==> config.mk <==
export PLATFORM = sky130hd
export DESIGN_NAME = i2c_cmd_sequencer
export DESIGN_NICKNAME = d
export VERILOG_FILES = /design/src/rtl/i2c_seq_pkg.sv /design/src/rtl/i2c_cmd_fifo.sv /design/src/rtl/i2c_cmd_sequencer.sv
export SDC_FILE = /design/constraint.sdc
export NUM_CORES = 1
export LEC_CHECK = 0
export ABC_AREA = 1
export ABC_CLOCK_PERIOD_IN_PS = 3000
export CAP_MARGIN = 20
export CORE_ASPECT_RATIO = 1.25
export CORE_MARGIN = 2
export CORE_UTILIZATION = 51
export CTS_CLUSTER_DIAMETER = 60
export DETAILED_ROUTE_END_ITERATION = 7
export GPL_TIMING_DRIVEN = 0
export PLACE_DENSITY = 0.78
export SLEW_MARGIN = 0
export SYNTH_ARGS = -nofsm -noshare
export SYNTH_HDL_FRONTEND = slang
export SYNTH_SLANG_ARGS = --single-unit
export TNS_END_PERCENT = 1
==> constraint.sdc <==
create_clock -name clk -period 3 [get_ports clk]
set_input_delay 0.3 -clock clk [delete_from_list [all_inputs] [get_ports clk]]
set_output_delay 0.3 -clock clk [all_outputs]
set_load 0.02 [all_outputs]
==> src/rtl/i2c_seq_pkg.sv <==
// Shared types and constants for the I2C command sequencer.
// The command entry is packed as {rd, addr[6:0], data[7:0]}.
package i2c_seq_pkg;

    typedef enum logic [1:0] {
        ST_IDLE  = 2'd0,
        ST_ISSUE = 2'd1,
        ST_WAIT  = 2'd2
    } seq_state_e;

    localparam int CMD_W               = 16;
    localparam int TIMEOUT_CYC_DEFAULT = 65535;

    typedef struct packed {
        logic       rd;
        logic [6:0] addr;
        logic [7:0] data;
    } cmd_t;

endpackage

==> src/rtl/i2c_cmd_fifo.sv <==
// Circular command FIFO with one extra pointer bit to tell full from empty.
// Push is dropped when full, pop is dropped when empty; both may happen on one edge.
module i2c_cmd_fifo
    import i2c_seq_pkg::*;
#(
    parameter int DEPTH = 4,
    parameter int WIDTH = CMD_W
) (
    input  logic             clk,
    input  logic             reset,
    input  logic             push_i,
    input  logic [WIDTH-1:0] wdata_i,
    input  logic             pop_i,
    output logic [WIDTH-1:0] rdata_o,
    output logic             full_o,
    output logic             empty_o
);

    localparam int AW = $clog2(DEPTH);

    logic [AW:0]      wr_ptr_q;
    logic [AW:0]      rd_ptr_q;
    logic [WIDTH-1:0] mem_q [DEPTH];
    logic             do_push_s;
    logic             do_pop_s;

    assign full_o    = (wr_ptr_q[AW] != rd_ptr_q[AW]) && (wr_ptr_q[AW-1:0] == rd_ptr_q[AW-1:0]);
    assign empty_o   = (wr_ptr_q == rd_ptr_q);
    assign do_push_s = push_i & ~full_o;
    assign do_pop_s  = pop_i & ~empty_o;
    assign rdata_o   = mem_q[rd_ptr_q[AW-1:0]];

    // Advance the read and write pointers.
    always_ff @(posedge clk or posedge reset) begin
        if (reset) begin
            wr_ptr_q <= '0;
            rd_ptr_q <= '0;
        end else begin
            if (do_push_s) begin
                wr_ptr_q <= wr_ptr_q + (AW+1)'(1);
            end
            if (do_pop_s) begin
                rd_ptr_q <= rd_ptr_q + (AW+1)'(1);
            end
        end
    end

    // Store pushed entries; storage is cleared so rdata is defined after reset.
    always_ff @(posedge clk or posedge reset) begin
        if (reset) begin
            for (int i = 0; i < DEPTH; i++) begin
                mem_q[i] <= '0;
            end
        end else if (do_push_s) begin
            mem_q[wr_ptr_q[AW-1:0]] <= wdata_i;
        end
    end

endmodule

==> src/rtl/i2c_cmd_sequencer.sv <==
// Upstream feeder for the I2C master: queues host commands, issues them one at a
// time, and returns one response per command. At most one command is outstanding.
// Optional transaction timeout is enabled by defining I2C_SEQ_TIMEOUT_EN.
module i2c_cmd_sequencer
    import i2c_seq_pkg::*;
#(
    parameter int DEPTH       = 4,
    parameter int TIMEOUT_CYC = TIMEOUT_CYC_DEFAULT
) (
    input  logic       clk,
    input  logic       reset,
    input  logic       cmd_valid,
    output logic       cmd_ready,
    input  logic [6:0] cmd_addr,
    input  logic [7:0] cmd_data,
    input  logic       cmd_rd,
    output logic       m_start,
    output logic [6:0] m_address,
    output logic [7:0] m_data_in,
    input  logic       m_done,
    input  logic [7:0] m_data_out,
    output logic       rsp_valid,
    input  logic       rsp_ready,
    output logic [7:0] rsp_data,
    output logic       rsp_err,
    output logic       busy
);

    seq_state_e state_q;
    seq_state_e state_d;

    cmd_t       fifo_wdata_s;
    cmd_t       fifo_rdata_s;
    logic       fifo_full_s;
    logic       fifo_empty_s;
    logic       push_s;
    logic       pop_s;
    logic       done_s;
    logic       timeout_s;

    logic [6:0] m_address_q;
    logic [7:0] m_data_in_q;
    logic       rd_q;
    logic       rsp_valid_q;
    logic [7:0] rsp_data_q;
    logic       rsp_err_q;

    assign cmd_ready    = ~fifo_full_s;
    assign push_s       = cmd_valid & ~fifo_full_s;
    assign fifo_wdata_s = '{rd: cmd_rd, addr: cmd_addr, data: cmd_data};
    assign done_s       = (state_q == ST_WAIT) & m_done;

    i2c_cmd_fifo #(
        .DEPTH (DEPTH),
        .WIDTH (CMD_W)
    ) u_fifo (
        .clk     (clk),
        .reset   (reset),
        .push_i  (push_s),
        .wdata_i (fifo_wdata_s),
        .pop_i   (pop_s),
        .rdata_o (fifo_rdata_s),
        .full_o  (fifo_full_s),
        .empty_o (fifo_empty_s)
    );

`ifdef I2C_SEQ_TIMEOUT_EN
    localparam logic [15:0] TO_LAST = 16'(TIMEOUT_CYC - 1);

    logic [15:0] to_cnt_q;

    // Count WAIT cycles; restart from zero while the start pulse is out.
    always_ff @(posedge clk or posedge reset) begin
        if (reset) begin
            to_cnt_q <= 16'd0;
        end else if (state_q == ST_ISSUE) begin
            to_cnt_q <= 16'd0;
        end else if (state_q == ST_WAIT) begin
            to_cnt_q <= to_cnt_q + 16'd1;
        end
    end

    // m_done in the expiry cycle counts as a normal completion.
    assign timeout_s = (state_q == ST_WAIT) & ~m_done & (to_cnt_q == TO_LAST);
`else
    logic unused_timeout_cfg_s;

    assign unused_timeout_cfg_s = (TIMEOUT_CYC != 0);
    assign timeout_s            = 1'b0;
`endif

    // FSM state register.
    always_ff @(posedge clk or posedge reset) begin
        if (reset) begin
            state_q <= ST_IDLE;
        end else begin
            state_q <= state_d;
        end
    end

    // Next-state logic; a new command is only taken once the previous response is gone.
    always_comb begin
        state_d = state_q;
        pop_s   = 1'b0;
        case (state_q)
            ST_IDLE: begin
                if (!fifo_empty_s && !rsp_valid_q) begin
                    state_d = ST_ISSUE;
                    pop_s   = 1'b1;
                end else begin
                    state_d = ST_IDLE;
                end
            end
            ST_ISSUE: begin
                state_d = ST_WAIT;
            end
            ST_WAIT: begin
                if (done_s || timeout_s) begin
                    state_d = ST_IDLE;
                end else begin
                    state_d = ST_WAIT;
                end
            end
            default: begin
                state_d = ST_IDLE;
            end
        endcase
    end

    // Output decode from the state register and held datapath registers.
    always_comb begin
        m_start   = (state_q == ST_ISSUE);
        busy      = (state_q != ST_IDLE) | ~fifo_empty_s;
        m_address = m_address_q;
        m_data_in = m_data_in_q;
        rsp_valid = rsp_valid_q;
        rsp_data  = rsp_data_q;
        rsp_err   = rsp_err_q;
    end

    // Capture the popped entry; held stable until the next command is popped.
    always_ff @(posedge clk or posedge reset) begin
        if (reset) begin
            m_address_q <= 7'd0;
            m_data_in_q <= 8'd0;
            rd_q        <= 1'b0;
        end else if (pop_s) begin
            m_address_q <= fifo_rdata_s.addr;
            m_data_in_q <= fifo_rdata_s.data;
            rd_q        <= fifo_rdata_s.rd;
        end
    end

    // Response register: set on completion or timeout, cleared on host handshake.
    always_ff @(posedge clk or posedge reset) begin
        if (reset) begin
            rsp_valid_q <= 1'b0;
            rsp_data_q  <= 8'd0;
            rsp_err_q   <= 1'b0;
        end else if (done_s) begin
            rsp_valid_q <= 1'b1;
            rsp_data_q  <= rd_q ? m_data_out : 8'h00;
            rsp_err_q   <= 1'b0;
        end else if (timeout_s) begin
            rsp_valid_q <= 1'b1;
            rsp_data_q  <= 8'h00;
            rsp_err_q   <= 1'b1;
        end else if (rsp_valid_q && rsp_ready) begin
            rsp_valid_q <= 1'b0;
        end
    end

endmodule

; ---- Yosys cells after proc, flatten, opt, wreduce, memory -nomap -nowiden
; Cells that the tools add are included.
[totals]
ff_bits = 97
in_bits = 29
elab_cells = 54
[op_classes]
n_bitwise = 9
mux = 14
order_cmp = 3
add_sub_neg = 2
n_eq_ne = 5
n_reduce_logical = 9
[op_table]
columns = operator, n
row1 = $bwmux W64, 1
row2 = $mux W16, 3
row3 = $bmux W16 S2, 1
row4 = $demux W16 S2, 1
row5 = $mux W8, 1
row6 = $add A3 B1 Y3 const B, 2
row7 = $ge A3 B3 Y1 const B, 2
row8 = $not A2 Y3, 2
row9 = $pmux W2 S3, 1
row10 = $mux W1, 5
row11 = $and A1 B1 Y1, 4
row12 = $logic_and A1 B1 Y1, 4
row13 = $reduce_bool A2 Y1, 2
row14 = $eq A3 B3 Y1, 1
row15 = $lt A3 B1 Y1 const B, 1
row16 = $eq A2 B1 Y1 const B, 1
row17 = $eq A2 B2 Y1, 1
row18 = $eq A2 B2 Y1 const B, 1
row19 = $logic_not A1 Y1, 2
row20 = $logic_not A2 Y1, 1
row21 = $mux W2, 1
row22 = $not A1 Y1, 2
row23 = $ne A1 B1 Y1, 1
row24 = $or A1 B1 Y1, 1

; ---- Depth between registers and ports, before layout
[depth]
ltp_word = 6
mapped_depth = 9
mapped_depth_nobuf = 8

; ---- Modules after synthesis
; Synthesis repeated with hierarchy kept, for this count alone.
[hier_totals]
cells_unflattened = 567
hier_area_um2 = 4673.2
[modules_own_cells]
columns = mod, seq_area_each_um2, instances, cells_per_inst, area_each_um2
row1 = i2c_cmd_fifo, 1751.7, 1, 427, 3482.1
row2 = i2c_cmd_sequencer, 675.6, 1, 140, 1191.1

; ---- Worst setup path before layout
; OpenSTA, ideal clock, no wires.
[synth_timing]
kind = register -> output
startpoint = register u_fifo.rd_ptr_q[1]
endpoint = output busy
n_path_buf = 2
t_arrival_ns = 1.276
stages_incl_launch_ff = 8
setup_slack_ns = 1.424
cell_sequence = dfrtp_1 buf_4 inv_2 nand2_1 nand2_2 nand3_1 buf_2 nand3b_1
[synth_between]
elab_chain_cells = 3
[synth_rtl]
columns = item, line_no
row1 = "start, declared", i2c_cmd_fifo.sv:22  ; logic [AW:0] rd_ptr_q;
row2 = "start signal, assigned", i2c_cmd_fifo.sv:43  ; rd_ptr_q <= rd_ptr_q + (AW+1)'(1);
row3 = $eq A3 B3 Y1, i2c_cmd_fifo.sv:28  ; assign empty_o = (wr_ptr_q == rd_ptr_q);
row4 = $not A1 Y1, i2c_cmd_sequencer.sv:133  ; busy = (state_q != ST_IDLE) | ~fifo_empty_s;
row5 = $or A1 B1 Y1, i2c_cmd_sequencer.sv:133
row6 = "end, declared", i2c_cmd_sequencer.sv:26  ; output logic busy
; No other way between the ends.

; ---- Worst setup path in the final report
; Ends and elaborated chain as after synthesis.

==> results.sh <==
export IMPL_status="completed"
export IMPL_p_per_area_nw_per_um2=1080
export IMPL_place_gp_congestion=0.893
export IMPL_postSynthAreaPerCell_sq_um=8.00
export IMPL_die_area_sq_um=9900
export IMPL_synth_seq_area_share=0.522
export IMPL_max_freq_mhz=378
export IMPL_relSlewSlack=0.627
export IMPL_setup_tns_ns=0
export IMPL_max_vdd_ir_drop_v=0.000365
export IMPL_synthFlopType="dfrtp_1"
export IMPL_clockPowerShare=0.129
export IMPL_fin_crit_ns=2.64
export IMPL_leakage_nw=2.83
export IMPL_ios=57
export IMPL_rsz0062_at_grt="no"
export IMPL_crit_type="flop to primary output"
export IMPL_critPathArrivalTime_ns=2.34
export IMPL_numCtsBuffers=9
export IMPL_cts_resized=0
export IMPL_clock_latency_ns=0.39
export IMPL_ant_nets=0
export IMPL_tritoncts="built"
export IMPL_fp_dieH_microns=111
export IMPL_syn_nets=615
export IMPL_p_seq_frac=0.377
export IMPL_diodes=0
export IMPL_synthTopCellsByCount="261 x nand2_1, 97 x dfrtp_1, 65 x nand4_1"
export IMPL_grt_pass1_vias=3999
export IMPL_yosysMostFrequentCell="nand2_1"
export IMPL_synthesis_area_sq_um=4650
export IMPL_placed_cells=756
export IMPL_post_dp_hpwl_microns=8580
export IMPL_coreArea_sq_um=8750
export IMPL_synthTopCellsByArea="dfrtp_1 52%, nand2_1 21%, nand4_1 8.7%"
export IMPL_async_flop_share=1.00
export IMPL_p_int_mw=3.29
export IMPL_synth_edf_count=0
export IMPL_die_x_microns=89.4
export IMPL_track_usage=0.248
export IMPL_drc=0
export IMPL_grt_ovfl_total=0
export IMPL_nNetsFinal=681
export IMPL_critPathRequiredTime_ns=2.70
export IMPL_skew_ns=0.00870
export IMPL_whs_ns=0.263
export IMPL_htreeDepth=3
export IMPL_clk_pin_slew_ns=0.09
export IMPL_reg2reg_from="u_fifo.wr_ptr_q[0]$_DFFE_PP0P_"
export IMPL_post_cts_repair_setup_buffers=0
export IMPL_slew_violations=0
export IMPL_worstSetupEndpointType="primary output"
export IMPL_synth_seq_cells=97
export IMPL_p_comb_frac=0.494
export IMPL_final_fill_count=795
export IMPL_clockBufferDepth=2
export IMPL_wl_microns=11700
export IMPL_syn2layout_area_growth_pct=19.2
export IMPL_first_pass_iters=7
export IMPL_finalCritPeriodShare=0.881
export IMPL_synth_cells=581
export IMPL_cts_root_buf="clkbuf_8"
export IMPL_wl_per_cell_microns=15.2
export IMPL_grt_antenna_before_repair=0
export IMPL_r2r_slack_ns=1.21
export IMPL_r2r_end="u_fifo.mem_q[31]$_DFFE_PP0P_"
export IMPL_layout_cells_non_filler=772
export IMPL_setup_viol=0
export IMPL_cp_max_fo=10
export IMPL_setup_slack_ns=0.356
export IMPL_cts_sinks=97
export IMPL_total_power_mw=5.98
export IMPL_yosys_warnings=0
export IMPL_maxCapViolations=0
export IMPL_via_count=4182
export IMPL_grt_pass1_wl_microns=19000
export IMPL_holdBufCountCts=0
export IMPL_synth_top_area_frac=0.522
export IMPL_rows=38
export IMPL_drive_gt1_frac=0.0828
export IMPL_p_sw_mw=2.68
export IMPL_hold_class="input port to async pin"
export IMPL_initial_utilization=0.531
export IMPL_drt_first_iter_violations=373
export IMPL_finalHoldViolations=0
export IMPL_start_kind="flop"
export IMPL_io_buffers=54
export IMPL_rr_worst_depth=6
export IMPL_worst_slew_pin_slew_ns=0.556
export IMPL_vias_per_cell=5.42
export IMPL_post_place_ws_ns=0.756
export IMPL_synth_area_leader_cell="dfrtp_1"
export IMPL_synth_cell_type_count=22
export IMPL_grt_max_degree=66
export IMPL_sw_frac_of_total=0.449
worst max path at each step:
stage | from | end | slack [ns] | cells after the start
3_3_place_gp | reset | u_fifo.mem_q[12]$_DFFE_PP0P_ | -1.16 | 2
6_report | u_fifo.rd_ptr_q[1]$_DFFE_PP0P_ | busy | 0.36 | 8
3_5_place_dp | u_fifo.rd_ptr_q[1]$_DFFE_PP0P_ | busy | 0.76 | 8
2_1_floorplan | reset | m_address[0]$_DFFE_PP0P_ | 0.17 | 1
5_1_grt | u_fifo.rd_ptr_q[1]$_DFFE_PP0P_ | busy | 0.19 | 8
4_1_cts | u_fifo.rd_ptr_q[1]$_DFFE_PP0P_ | busy | 0.33 | 8
cells by family after synthesis:
| group | synth area share |
|---|---|
| fa+ha+maj | 0.0135 |
| other cells | 0.000807 |
| compound gates | 0.0366 |
| simple gates | 0.365 |
| xor+xnor | 0.00188 |
| flops | 0.522 |
| buf+inv | 0.0598 |
worst max-delay path, stage by stage (launching register included):
cell             delay, ns
dfrtp_1               0.40
buf_4                 0.18
inv_2                 0.14
nand2_1               0.08
nand2_2               0.09
nand3_1               0.13
buf_2                 0.21
nand3b_1              0.17
clkdlybuf4s50_1       0.54
state kept, by name, summed over array words and instances, names as in the netlist:
signal           cells
m_address            7
m_data_in            8
rd_q                 1
rsp_data             8
rsp_valid            1
state_q              2
u_fifo.mem_q        64
u_fifo.rd_ptr_q      3
u_fifo.wr_ptr_q      3
metrics by stage:
stage / instance area (sq um) / util
after floorplan: 4650 / -
after global placement: 5340 / 0.610
after detailed placement: 5370 / 0.614
after CTS: 5540 / 0.633
after global routing: 5540 / 0.633
final: 5540 / 0.633
cell type report:
class	instances	area, sq um	area share
sequential	97	2430	0.438
multi-input combinational	425	1940	0.351
timing repair buffer	55	568	0.103
buffer	45	225	0.0407
tap	120	150	0.0271
clock buffer	9	124	0.0224
inverter	14	55.1	0.00994
clock inverter	7	46.3	0.00836
power groups by stage:
stage | clock (mW) | combinational, mW | sequential (mW)
6_report | 0.774 | 2.95 | 2.25
3_5_place_dp | 0 | 2.94 | 2.27
2_1_floorplan | 0 | 1.84 | 2.37
5_1_grt | 0.832 | 3.33 | 2.32
4_1_cts | 0.778 | 2.95 | 2.24
3_3_place_gp | 0 | 2.86 | 2.24
placed cells by master, fill, tap and decap left out, drive strengths merged:
| cell | instances |
|---|---|
| xor2 | 1 |
| nand3b | 1 |
| inv | 15 |
| nand2 | 263 |
| nand4 | 65 |
| nor3 | 2 |
| nor2 | 17 |
| ha | 5 |
| nand3 | 36 |
| buf | 34 |
| clkinv | 6 |
| clkdlybuf4s50 | 54 |
| conb | 1 |
| o21ai | 34 |
| clkbuf | 21 |
| dfrtp | 97 |
layer usage:
layer	GRT usage	up-vias	wire length, microns
met5	0	-	0
met4	0.114	0	242
met3	0.0357	18	721
met2	0.400	159	5840
met1	0.323	1971	4920
li1	-	2034	-
Note: power is estimated with default switching activity, not from simulation.
